**src/rtl/cgu_seq_adder_pkg.sv**
```systemverilog
// rtl/cgu_seq_adder_pkg.sv - shared constants and state encoding for the sequential CGU adder
package cgu_seq_adder_pkg;

  // Controller states; encodings are fixed so that other blocks can decode them.
  typedef enum logic [1:0] {
    IDLE = 2'd0,
    RUN  = 2'd1,
    DONE = 2'd2
  } state_t;

  // Bits consumed per clock by one pass through the carry-generation slice.
  localparam int SLICE = 2;

  // Operand width used when no override is given.
  localparam int DEFAULT_WIDTH = 16;

endpackage

```
**src/rtl/cgu_seq_adder_if.sv**
```systemverilog
// rtl/cgu_seq_adder_if.sv - request/result bundle between a requester and the sequential adder
interface cgu_seq_adder_if
  import cgu_seq_adder_pkg::*;
#(
  parameter int WIDTH = DEFAULT_WIDTH
);

  logic             start;
  logic [WIDTH-1:0] a;
  logic [WIDTH-1:0] b;
  logic             cin;
  logic             busy;
  logic             done;
  logic [WIDTH-1:0] sum;
  logic             cout;
  logic             ovf;

  // Requester side: issues operands, observes results.
  modport master (
    output start, a, b, cin,
    input  busy, done, sum, cout, ovf
  );

  // Adder side: consumes operands, produces results.
  modport slave (
    input  start, a, b, cin,
    output busy, done, sum, cout, ovf
  );

endinterface

```
**src/rtl/cgu_2bits.sv**
```systemverilog
// rtl/cgu_2bits.sv - two-bit carry-generation slice (lookahead over one bit pair)
module cgu_2bits (
  input  logic [1:0] g,
  input  logic [1:0] p,
  input  logic       cin,
  output logic [1:0] carry
);

  // carry[0] is the carry out of bit 0, carry[1] the carry out of bit 1,
  // both computed directly from cin so the pair resolves in one level.
  always_comb begin
    carry    = 2'b00;
    carry[0] = g[0] | (p[0] & cin);
    carry[1] = g[1] | (p[1] & g[0]) | (p[1] & p[0] & cin);
  end

endmodule

```
**src/rtl/cgu_seq_adder.sv**
```systemverilog
// rtl/cgu_seq_adder.sv - multi-cycle adder walking one cgu_2bits slice LSB to MSB
module cgu_seq_adder
  import cgu_seq_adder_pkg::*;
#(
  parameter int WIDTH = DEFAULT_WIDTH
) (
  input logic             clk,
  input logic             rst,
  cgu_seq_adder_if.slave  bus
);

  localparam int NSLICE = WIDTH / SLICE;
  localparam int KW     = (NSLICE > 1) ? $clog2(NSLICE) : 1;
  localparam logic [KW-1:0] K_LAST = KW'(NSLICE - 1);

  state_t           state;
  state_t           state_nxt;
  logic             accept;
  logic             last;

  logic [KW-1:0]    k;
  logic [WIDTH-1:0] a_sh;
  logic [WIDTH-1:0] b_sh;
  logic [WIDTH-1:0] ps;
  logic [WIDTH-1:0] ps_nxt;
  logic             cr;

  logic [1:0]       g;
  logic [1:0]       p;
  logic [1:0]       c;
  logic [1:0]       carry;
  logic [1:0]       slice_sum;

  logic [WIDTH-1:0] sum_r;
  logic             cout_r;
  logic             ovf_r;

  // The bottom pair of the partial sum is shifted out and never read again.
  wire unused_ps_low = &{1'b0, ps[SLICE-1:0]};

  // Slice inputs always come from the bottom pair of the operand shifters.
  assign g         = a_sh[1:0] & b_sh[1:0];
  assign p         = a_sh[1:0] ^ b_sh[1:0];
  assign c         = {carry[0], cr};
  assign slice_sum = p ^ c;
  assign last      = (k == K_LAST);

  cgu_2bits u_cgu (
    .g     (g),
    .p     (p),
    .cin   (cr),
    .carry (carry)
  );

  // New slice result enters at the top; a single-slice adder has nothing to shift.
  generate
    if (WIDTH == SLICE) begin : g_single
      assign ps_nxt = slice_sum;
    end else begin : g_multi
      assign ps_nxt = {slice_sum, ps[WIDTH-1:SLICE]};
    end
  endgenerate

  // State register.
  always_ff @(posedge clk or posedge rst) begin
    if (rst) begin
      state <= IDLE;
    end else begin
      state <= state_nxt;
    end
  end

  // Next-state decode and status outputs; DONE accepts a new request like IDLE.
  always_comb begin
    state_nxt = state;
    accept    = 1'b0;
    bus.busy  = 1'b0;
    bus.done  = 1'b0;
    case (state)
      IDLE, DONE: begin
        bus.done = (state == DONE);
        if (bus.start) begin
          accept    = 1'b1;
          state_nxt = RUN;
        end else begin
          state_nxt = IDLE;
        end
      end
      RUN: begin
        bus.busy = 1'b1;
        if (last) begin
          state_nxt = DONE;
        end
      end
      default: begin
        state_nxt = IDLE;
      end
    endcase
  end

  // Operand capture, per-slice shifting, carry hand-off and final result latch.
  always_ff @(posedge clk or posedge rst) begin
    if (rst) begin
      k      <= '0;
      a_sh   <= '0;
      b_sh   <= '0;
      ps     <= '0;
      cr     <= 1'b0;
      sum_r  <= '0;
      cout_r <= 1'b0;
      ovf_r  <= 1'b0;
    end else if (accept) begin
      k    <= '0;
      a_sh <= bus.a;
      b_sh <= bus.b;
      ps   <= '0;
      cr   <= bus.cin;
    end else if (state == RUN) begin
      k    <= k + KW'(1);
      a_sh <= a_sh >> SLICE;
      b_sh <= b_sh >> SLICE;
      ps   <= ps_nxt;
      cr   <= carry[1];
      if (last) begin
        sum_r  <= ps_nxt;
        cout_r <= carry[1];
        ovf_r  <= carry[0] ^ carry[1];
      end
    end
  end

  assign bus.sum  = sum_r;
  assign bus.cout = cout_r;
  assign bus.ovf  = ovf_r;

endmodule

```
**src/flat_wrapper.sv**
```systemverilog
// flat-port wrapper written by rule: the top's interface ports become plain ports
module cgu_seq_adder_flat import cgu_seq_adder_pkg::*;
#(
  parameter int WIDTH = DEFAULT_WIDTH
)
  (clk, rst, bus_start, bus_a, bus_b, bus_cin, bus_busy, bus_done, bus_sum, bus_cout, bus_ovf);
  cgu_seq_adder_if #(.WIDTH(WIDTH)) bus_i ();
  input logic clk;
  input logic rst;
  input wire logic [$bits(bus_i.start)-1:0] bus_start;
  input wire logic [$bits(bus_i.a)-1:0] bus_a;
  input wire logic [$bits(bus_i.b)-1:0] bus_b;
  input wire logic [$bits(bus_i.cin)-1:0] bus_cin;
  output wire logic [$bits(bus_i.busy)-1:0] bus_busy;
  output wire logic [$bits(bus_i.done)-1:0] bus_done;
  output wire logic [$bits(bus_i.sum)-1:0] bus_sum;
  output wire logic [$bits(bus_i.cout)-1:0] bus_cout;
  output wire logic [$bits(bus_i.ovf)-1:0] bus_ovf;
  assign bus_i.start = bus_start;
  assign bus_i.a = bus_a;
  assign bus_i.b = bus_b;
  assign bus_i.cin = bus_cin;
  assign bus_busy = bus_i.busy;
  assign bus_done = bus_i.done;
  assign bus_sum = bus_i.sum;
  assign bus_cout = bus_i.cout;
  assign bus_ovf = bus_i.ovf;
  cgu_seq_adder #(.WIDTH(WIDTH)) u_core (.clk(clk), .rst(rst), .bus(bus_i));
endmodule
```
**config.mk**
```make
export PLATFORM = sky130hd
export DESIGN_NAME = cgu_seq_adder_flat
export DESIGN_NICKNAME = d
export VERILOG_FILES = /design/src/rtl/cgu_seq_adder_pkg.sv /design/src/rtl/cgu_seq_adder_if.sv /design/src/rtl/cgu_2bits.sv /design/src/rtl/cgu_seq_adder.sv /design/src/flat_wrapper.sv
export SDC_FILE = /design/constraint.sdc
export NUM_CORES = 1
export LEC_CHECK = 0
export ABC_AREA = 1
export BUFFER_PORTS_ARGS = -buffer_cell sky130_fd_sc_hd__buf_2
export CORE_ASPECT_RATIO = 2
export CORE_MARGIN = 8
export CORE_UTILIZATION = 42
export DETAILED_ROUTE_END_ITERATION = 6
export SYNTH_ARGS = -nofsm -noshare
export SYNTH_HDL_FRONTEND = slang
export SYNTH_SLANG_ARGS = --single-unit
```
**constraint.sdc**
```tcl
create_clock -name clk -period 2.7 [get_ports clk]
set_input_delay 0.135 -clock clk [delete_from_list [all_inputs] [get_ports clk]]
set_output_delay 0.135 -clock clk [all_outputs]
set_load 0.005 [all_outputs]
```
==> flow_summary_export.csv <==
group,metric,value,unit
yosys,ys.flop_type,"dfrtp_1",
grt,grt_use_total,0.133,
route,dr_total_vias,2238,
yosys,ys_seq_area_frac,0.568,
run,maxCapViolations,0,
clock_tree,clock_latency,0.33,ns
worst_setup_path,worstPathMaxFanout,30,
worst_setup_path,startpoint_type,"flop",
clock_tree,cts_hold_buf,0,
sta,setup-tns-final,0,ns
sta,rsz0062_at_grt,"false",
yosys,ys_types,22,
sta,worst_clock_skew,0.00452,ns
yosys,yosysTopAreaCellShare,0.568,
yosys,avgSynthCellArea,9.79,µm²
yosys,synth.area.top_cells,"dfrtp_1 (57%), nand2_1 (12%), nand3_2 (5.8%)",
worst_setup_path,arrival,1.69,ns
worst_setup_path,critPathRequiredTime,2.57,ns
placement,gp_congestion,0.745,
clock_tree,cts_root_buf,"clkbuf_16",
route,drtIter0Drc,133,
yosys,syn_nets,356,
yosys,synthCells,315,
placement,dpl.hpwl,4380,µm
yosys,yosysMostFrequentCell,"nand2_1",
pwr,peakVddDrop,498,µV
sta,worst_pin_slew,0.880,ns
final_layout,area_growth,19.4,%
floorplanning,fp.dieH,137,µm
yosys,netlist_area,3080,µm²
grt,grt_start_max_net_pins,71,
worst_hold_path,hp-class,"input port to flop",
clock_tree,cts_setup_buffers,0,
floorplanning,dieArea,10500,µm²
clock_tree,cts_resized,0,
placement,dp_slack,0.964,ns
sta,setup_violations,0,
route,ant_nets,0,
yosys,synthTopCellsByCount,"nand2_1 (97), dfrtp_1 (70), inv_1 (28)",
route,routed_wl,6400,µm
route,viasPerCell,4.81,
final_layout,drive_gt1_frac,0.308,
sta,hold_viol,0,
outcome,outcome,"complete, no violations",
yosys,synth_top_family_by_area,"simple AND/OR/NAND/NOR gates",
placement,portBuffers,55,
sta,timing.final.crit_share,0.676,
yosys,ys_ff_latch,70,
grt,grt_pass1_wl,11000,µm
clock_tree,cts_buffers,9,
floorplanning,core,7210,µm²
yosys,async_reset_ff_frac,1.00,
sta,fmax,548,MHz
floorplanning,fp.dieW,76.6,µm
sta,setup_ws,0.875,ns
sta,finalMaxSlewViolations,0,
yosys,synth_xor_area_frac,0.00284,
grt,antenna_found_initial,0,
pwr,power_density,1270,nW/µm²
grt,overflow,0,
route,drc_errors,0,
worst_setup_path,cp-end-kind,"output port",
final_layout,fin_nets,409,
clock_tree,cts.reportedPaths.clkPinSlew,0.05,ns
yosys,synth_mux_area_frac,0,
final_layout,diodes,0,
clock_tree,htreeDepth,3,
route,dr.pass1.iters,4,
clock_tree,cts_tree,"done",
worst_setup_path,critPathKind,"flop to output port",
sta,layout_min_cycle_time,1.83,ns
yosys,synth-edff-count,0,
yosys,synthAdderAreaFrac,0.0227,
floorplanning,rows,44,
route,wl_per_cell,13.8,µm
yosys,yosys.area_share.simple,0.244,
floorplanning,start_util,0.427,
clock_tree,cts_num_sinks,70,
sta,slew_headroom,0.413,
floorplanning,ioPinCount,56,
yosys,synth_top_cell_by_area,"dfrtp_1",
clock_tree,cts_buffer_depth,2,
yosys,synth_compound_area_frac,0.0824,
pwr,power_leakage,1.90,nW
yosys,yosysWarnings,0,
grt,first_global_vias,2392,
area by class of cell:
| class | count | area [µm²] |
|---|---|---|
| Sequential cell | 70 | 1750 |
| Timing Repair Buffer | 57 | 290 |
| Clock inverter | 4 | 70.1 |
| Tap cell | 92 | 115 |
| Fill cell | 711 | 3530 |
| Multi-Input combinational cell | 199 | 1080 |
| Inverter | 31 | 124 |
| Clock buffer | 12 | 246 |
power breakdown:
part,internal [W],switching [W]
Clock,0.000830,0.000413
Combinational,0.000647,0.00104
Sequential,0.00152,0.000240
metrics by stage:
step,std cells,cell area (µm²),total power [W],hold slack [ns],utilization
6_report,465,3680,0.00469,0.0225,0.511
5_1_grt,465,3680,0.00509,0.0229,0.511
4_1_cts,465,3680,0.00479,0.00787,0.511
3_5_place_dp,449,3370,0.00351,0.358,0.467
3_3_place_gp,449,3370,0.00346,0.357,0.467
2_1_floorplan,315,3080,0.00315,0.256,-
cells by family (layout without fill, tap and decap cells):
kind of cell | after synthesis | count (layout)
adders and majority gates | 5 | 5
DFF | 70 | 70
and+or+nand+nor | 149 | 149
AOI/OAI and AO/OA | 44 | 44
xor gates and xnor gates | 1 | 1
buffers and inverters | 46 | 104
registers in the layout, summed over array words and instances (netlist names), 2 cells and up:
register	count
u_core.k	3
u_core.b_sh	16
u_core.state	2
u_core.bus.sum	16
u_core.a_sh	16
u_core.ps	14
metal layers:
layer	GRT usage	part of all wire	wire, µm
met2	0.233	0.52	3340
met5	0	0	0
met1	0.136	0.41	2620
met4	0.0679	0.017	107
met3	0.0461	0.052	330
worst paths after layout:
path / startpoint / to / slack (ns) / depth (start not counted)
max reg2reg: u_core.state[0] / u_core.bus.ovf / 0.98 / 6
min: bus_b[4] / u_core.b_sh[4] / 0.02 / 3
max: u_core.state[1] / bus_busy / 0.87 / 5
max in group asynchronous: rst / u_core.bus.sum[14] / 2.05 / 3
min in group asynchronous: rst / u_core.ps[13] / 0.05 / 3
min reg2reg: u_core.k[1] / u_core.k[1] / 0.48 / 2
worst max-delay path, cell delays in order (launching register included):
cell	delay, ns
dfrtp_1	0.36
inv_1	0.08
nand2_2	0.28
inv_2	0.15
buf_4	0.31
buf_2	0.18
cells in the final DEF, fill, tap and decap left out, types with 7 or more instances in the layout:
master     count
inv_1         27
o21ai_1       18
o211ai_1       7
nand2_1       97
o22ai_1       13
dfrtp_1       70
clkbuf_16      9
nand3_1        9
buf_2         55
nand2_2       21
nand3_2       18
Power figures use the tool's default switching activity.
